## src/rtl/seq_div_unit_if.sv

```systemverilog
// ----------------------------------------------------------------------------
// seq_div_unit_if : divide request/response bundle between the ALU and the
//                   sequential divider.
// Revision 1.0
// ----------------------------------------------------------------------------
`default_nettype none

interface seq_div_unit_if #(
  parameter int WIDTH = 32
);
  logic                 signed_div_i;
  logic [WIDTH-1:0]     opdata1_i;
  logic [WIDTH-1:0]     opdata2_i;
  logic                 start_i;
  logic                 annul_i;
  logic [2*WIDTH-1:0]   result_o;
  logic                 ready_o;

  modport master (
    output signed_div_i, opdata1_i, opdata2_i, start_i, annul_i,
    input  result_o, ready_o
  );

  modport slave (
    input  signed_div_i, opdata1_i, opdata2_i, start_i, annul_i,
    output result_o, ready_o
  );
endinterface

`default_nettype wire

```

## src/rtl/seq_div_unit.sv

```systemverilog
// ----------------------------------------------------------------------------
// seq_div_unit : multi-cycle restoring divider, {remainder, quotient} result.
// Revision 1.0
// ----------------------------------------------------------------------------
`default_nettype none

module seq_div_unit #(
  parameter int WIDTH = 32
) (
  input  wire logic        clk,
  input  wire logic        rst,
  seq_div_unit_if.slave    bus
);

  localparam int              CW   = $clog2(WIDTH);
  localparam logic [CW-1:0]   LAST = CW'(WIDTH - 1);

  localparam logic [1:0] S_IDLE = 2'd0;
  localparam logic [1:0] S_ON   = 2'd1;
  localparam logic [1:0] S_END  = 2'd2;

  logic [1:0]         state;
  logic [CW-1:0]      cnt;
  logic [WIDTH-1:0]   dq;      // dividend bits shift out the top, quotient bits in the bottom
  logic [WIDTH-1:0]   prem;
  logic [WIDTH-1:0]   dvs;
  logic               neg_q;
  logic               neg_r;
  logic               ready;
  logic [2*WIDTH-1:0] result;

  logic               a_neg;
  logic               b_neg;
  logic [WIDTH-1:0]   a_mag;
  logic [WIDTH-1:0]   b_mag;
  logic [WIDTH:0]     shifted;
  logic               fits;
  logic [WIDTH-1:0]   diff;
  logic [WIDTH-1:0]   next_prem;
  logic [WIDTH-1:0]   next_dq;
  logic [WIDTH-1:0]   quot_fin;
  logic [WIDTH-1:0]   rem_fin;

  always_comb begin
    a_neg   = bus.signed_div_i & bus.opdata1_i[WIDTH-1];
    b_neg   = bus.signed_div_i & bus.opdata2_i[WIDTH-1];
    a_mag   = a_neg ? (~bus.opdata1_i + 1'b1) : bus.opdata1_i;
    b_mag   = b_neg ? (~bus.opdata2_i + 1'b1) : bus.opdata2_i;

    // Partial remainder stays below the divisor, so a WIDTH-bit difference is exact when it fits.
    shifted   = {prem, dq[WIDTH-1]};
    fits      = (shifted >= {1'b0, dvs});
    diff      = shifted[WIDTH-1:0] - dvs;
    next_prem = fits ? diff : shifted[WIDTH-1:0];
    next_dq   = {dq[WIDTH-2:0], fits};

    quot_fin  = neg_q ? (~next_dq + 1'b1)   : next_dq;
    rem_fin   = neg_r ? (~next_prem + 1'b1) : next_prem;
  end

  always_ff @(posedge clk) begin
    if (rst) begin
      state  <= S_IDLE;
      cnt    <= '0;
      dq     <= '0;
      prem   <= '0;
      dvs    <= '0;
      neg_q  <= 1'b0;
      neg_r  <= 1'b0;
      ready  <= 1'b0;
      result <= '0;
    end else if (bus.annul_i) begin
      state  <= S_IDLE;
      cnt    <= '0;
      ready  <= 1'b0;
      result <= '0;
    end else begin
      case (state)
        S_IDLE: begin
          ready  <= 1'b0;
          result <= '0;
          if (bus.start_i) begin
            if (bus.opdata2_i == '0) begin
              state <= S_END;
              ready <= 1'b1;
            end else begin
              state <= S_ON;
              cnt   <= '0;
              dq    <= a_mag;
              dvs   <= b_mag;
              prem  <= '0;
              neg_q <= a_neg ^ b_neg;
              neg_r <= a_neg;
            end
          end
        end
        S_ON: begin
          dq   <= next_dq;
          prem <= next_prem;
          cnt  <= cnt + 1'b1;
          if (cnt == LAST) begin
            result <= {rem_fin, quot_fin};
            ready  <= 1'b1;
            state  <= S_END;
          end
        end
        S_END: begin
          if (!bus.start_i) begin
            state  <= S_IDLE;
            ready  <= 1'b0;
            result <= '0;
          end
        end
        default: begin
          state  <= S_IDLE;
          ready  <= 1'b0;
          result <= '0;
        end
      endcase
    end
  end

  assign bus.result_o = result;
  assign bus.ready_o  = ready;

endmodule

`default_nettype wire

```

## src/flat_wrapper.sv

```systemverilog
// flat-port wrapper written by rule: the top's interface ports become plain ports
module seq_div_unit_flat 
#(
  parameter int WIDTH = 32
)
  (clk, rst, bus_signed_div_i, bus_opdata1_i, bus_opdata2_i, bus_start_i, bus_annul_i, bus_result_o, bus_ready_o);
  seq_div_unit_if #(.WIDTH(WIDTH)) bus_i ();
  input  wire logic clk;
  input  wire logic rst;
  input wire logic [$bits(bus_i.signed_div_i)-1:0] bus_signed_div_i;
  input wire logic [$bits(bus_i.opdata1_i)-1:0] bus_opdata1_i;
  input wire logic [$bits(bus_i.opdata2_i)-1:0] bus_opdata2_i;
  input wire logic [$bits(bus_i.start_i)-1:0] bus_start_i;
  input wire logic [$bits(bus_i.annul_i)-1:0] bus_annul_i;
  output wire logic [$bits(bus_i.result_o)-1:0] bus_result_o;
  output wire logic [$bits(bus_i.ready_o)-1:0] bus_ready_o;
  assign bus_i.signed_div_i = bus_signed_div_i;
  assign bus_i.opdata1_i = bus_opdata1_i;
  assign bus_i.opdata2_i = bus_opdata2_i;
  assign bus_i.start_i = bus_start_i;
  assign bus_i.annul_i = bus_annul_i;
  assign bus_result_o = bus_i.result_o;
  assign bus_ready_o = bus_i.ready_o;
  seq_div_unit #(.WIDTH(WIDTH)) u_core (.clk(clk), .rst(rst), .bus(bus_i));
endmodule
```

## config.mk

```make
export PLATFORM = sky130hd
export DESIGN_NAME = seq_div_unit_flat
export DESIGN_NICKNAME = d
export VERILOG_FILES = /design/src/rtl/seq_div_unit_if.sv /design/src/rtl/seq_div_unit.sv /design/src/flat_wrapper.sv
export SDC_FILE = /design/constraint.sdc
export NUM_CORES = 1
export LEC_CHECK = 0
export ABC_AREA = 1
export CAP_MARGIN = 20
export CORE_MARGIN = 10
export CORE_UTILIZATION = 53
export DETAILED_ROUTE_END_ITERATION = 7
export DONT_BUFFER_PORTS = 1
export PLACE_DENSITY_LB_ADDON = 0.25
export SLEW_MARGIN = 20
export SYNTH_ARGS = -nofsm -noshare
export SYNTH_HDL_FRONTEND = slang
export SYNTH_SLANG_ARGS = --single-unit
export TNS_END_PERCENT = 30
```

## constraint.sdc

```tcl
create_clock -name clk -period 3.4 [get_ports clk]
set_input_delay 0.51 -clock clk [delete_from_list [all_inputs] [get_ports clk]]
set_output_delay 0.51 -clock clk [all_outputs]
set_load 0.1 [all_outputs]
```

==> run summary <==
Synth cell types: 46
Placement Cell Area: 13420 sq um
unrepaired setup endpoints after global routing: yes
first-pass GRT wire length: 69120 um
max layer used: met4
max-slew violations: 0
core region area: 23610 sq um
Vias: 14010
grt ovf: 0
Int Pwr: 3.593 mW
sequential fraction of the synthesis area: 0.2664
mapped cell area: 12780 sq um
Net Count, Synth: 2266
GPL Wtd Cong: 1.007
CP max FO: 5
post-detail-place hpwl: 34280 um
Switch Pwr: 2.119 mW
CTS tree: yes
hold_sp: rst
overall routed net length: 45040 um
row cnt: 56
commonest non-fill, non-tap cell in the layout: nand2_1
Hold Path Class: input pin to register
Flop pwr share: 0.373
Post-synth ARST share: 0
Clock Pin Slew Worst Setup and Hold Paths: 0.09 ns
clock share of power: 0.355
Avg Inst Size Synth: 5.920 sq um
Initial Utilization: 0.5411
setup TNS: 0 ns
max frequency: 299.4 MHz
met2 WL post-DR: 21740 um
CP Data Required Time: 3.75 ns
routed wl met3: 3716 um
share of cells above drive strength 1: 0.1517
most frequent cells in the layout: nand2_1, inv_1, a21oi_1, nor2_1, nand3_1
Area Growth Syn to Fin: 15.23%
Sw Ratio: 0.3709
Post-Syn Instances: 2158
maximum capacitance violations: 0
CTS sink cnt: 170
EDFF count, synth: 0
all-layer global routing usage: 0.2789
DRC errors left: 0
Crit path arrival time: 3.69 ns
Filler cells: 2354
IO Count: 134
crit path from: u_core.prem[13]
H-tree levels: 4
CTS buffer count: 17
drt pass-1 iters: 7
largest net degree at the start of global routing: 68
# hold bufs at CTS: 0
number of global-route vias before repair: 12960
Die Area: 30720 sq um
min Tclk post-route: 3.340 ns
PwrDens: 388.0 nW/um^2
Yosys reg bits: 170
worst-margin pin slew: 1.037 ns
leakage: 6.804 nW
WL/cell: 17.97 um
Final Skew: 0.01539 ns
input/output buffers: 0
CP Class: register to register
Synth Flop Type: dfxtp_1
chip width: 175.3 um
Die Height: 175.3 um
Met1 Wirelength: 17670 um
initial DRC count: 1261
Startpoint Class: register
n_diodes: 0
Worst slew margin: 0.3076
Placed Cells: 2468
DRT antenna net count: 0
clk root buf: clkbuf_16
initial antenna violation count: 0
Yosys warning count: 0
Gate power share: 0.272
clock tree buffer depth: 2
crit end category: register
period utilization: 0.9824
Final setup viols: 0
status: finished clean
post-route cell area: 14720 sq um
fin cells: 2507
Power, Total: 5.712 mW
Hold WS: 0.1479 ns
final hold viol count: 0
worst reg2reg path startpoint: u_core.prem[13]
Worst-Skew Late Latency: 0.45 ns
NumNets Final: 2283
Max IR drop VDD: 0.0002655 V
Vias per Instance: 5.589
==> power groups by stage <==
stage          Combinational (mW)  Sequential [mW]  Clock, mW
4_1_cts                      1.43             2.12       2.04
6_report                     1.55             2.13       2.03
2_1_floorplan                1.02             2.15          0
3_3_place_gp                 1.41             2.17          0
5_1_grt                      1.71             2.14       2.11
3_5_place_dp                 1.42             2.17          0
==> Yosys cell counts, types with 6 or more instances <==
cell type | n | area share
nand2_1 | 684 | 0.20
inv_1 | 273 | 0.080
a21oi_1 | 199 | 0.078
nor2_1 | 189 | 0.056
dfxtp_1 | 170 | 0.27
nand3_1 | 157 | 0.062
o21ai_0 | 109 | 0.043
clkbuf_1 | 57 | 0.017
xor2_1 | 48 | 0.033
ha_1 | 38 | 0.037
nor3_1 | 34 | 0.013
xnor2_1 | 22 | 0.015
nand2_2 | 21 | 0.010
nand4_1 | 19 | 0.0093
a31oi_1 | 11 | 0.0054
inv_2 | 11 | 0.0032
nor2_2 | 11 | 0.0054
o22ai_1 | 11 | 0.0054
o211ai_1 | 9 | 0.0053
nand3b_1 | 8 | 0.0047
buf_1 | 7 | 0.0021
buf_2 | 7 | 0.0027
nand3_2 | 6 | 0.0047
nor2_4 | 6 | 0.0053
==> what timing repair did <==
| action | in CTS | in global routing |
|---|---|---|
| setup buffers | 3 | 4 |
| endpoints found under the setup margin | 3 | 38 |
| resized for setup | 8 | 154 |
| pin swaps | 4 | 38 |
==> sequential cells by signal (all words and copies together), names as in the netlist <==
register             count
u_core.bus.ready_o       1
u_core.bus.result_o     64
u_core.cnt               5
u_core.dq               32
u_core.dvs              32
u_core.neg_q             1
u_core.neg_r             1
u_core.prem             32
u_core.state             2
==> final cells by class <==
type	instances	area, sq um	share of cell area
clock buffers	17	425.4	0.02890
clock inverters	15	180.2	0.01224
inverters	287	1081	0.07343
multi-input cells	1623	8567	0.5819
flip-flops and latches	170	3461	0.2351
well taps	319	399.1	0.02711
repair buffers	76	608.1	0.04131
==> critical path, stage by stage, from the launching register on <==
cell and delay [ns]:
dfxtp_2 0.42, ha_4 0.24, nand2_1 0.10, nand2_2 0.07, nand2_1 0.07, nand2_1 0.06
inv_1 0.09, nand2_2 0.10, inv_2 0.07, nand2_2 0.07, a21oi_4 0.20, ha_4 0.19
nand3_4 0.10, nor3_4 0.16, nand3_2 0.11, nor3_2 0.19, nand4_1 0.18, o21ai_2 0.24
inv_1 0.10, nor2_2 0.13, xor2_1 0.16, nand2_1 0.07, a21oi_1 0.13
==> logic make-up (layout without fill, tap and decap cells) <==
| group | count (synthesis) | after routing | synth area share |
|---|---|---|---|
| XOR/XNOR | 70 | 70 | 0.04799 |
| adder cells (fa/ha/maj) | 39 | 39 | 0.03878 |
| buffers and inverters | 365 | 395 | 0.1114 |
| AO/OA/AOI/OAI | 353 | 353 | 0.1446 |
| flip-flops | 170 | 170 | 0.2664 |
| AND/OR/NAND/NOR | 1161 | 1161 | 0.3908 |
==> path summary, 6_finish.rpt <==
check                       endpoint  slack, ns  depth (start not counted)
min reg2reg            u_core.cnt[4]       0.47                          2
min                    u_core.dq[14]       0.15                          1
max          u_core.bus.result_o[30]       0.06                         22
max reg2reg  u_core.bus.result_o[30]       0.06                         22
==> per-layer routing <==
metal | GRT usage | vias to the layer above
met2 | 0.4825 | 586
met1 | 0.3315 | 6407
li1 | - | 6913
met3 | 0.05426 | 105
met4 | 0.1141 | 0
met5 | 0 | -
==> metrics by stage <==
stage / setup WS [ns] / util
6_report: 0.05977 / 0.6235
5_1_grt: -0.1454 / 0.6235
4_1_cts: 0.01234 / 0.5971
3_5_place_dp: -0.02280 / 0.5685
3_3_place_gp: 0.04682 / 0.5685
2_1_floorplan: 0.006804 / -
Power figures use the tool's default switching activity.
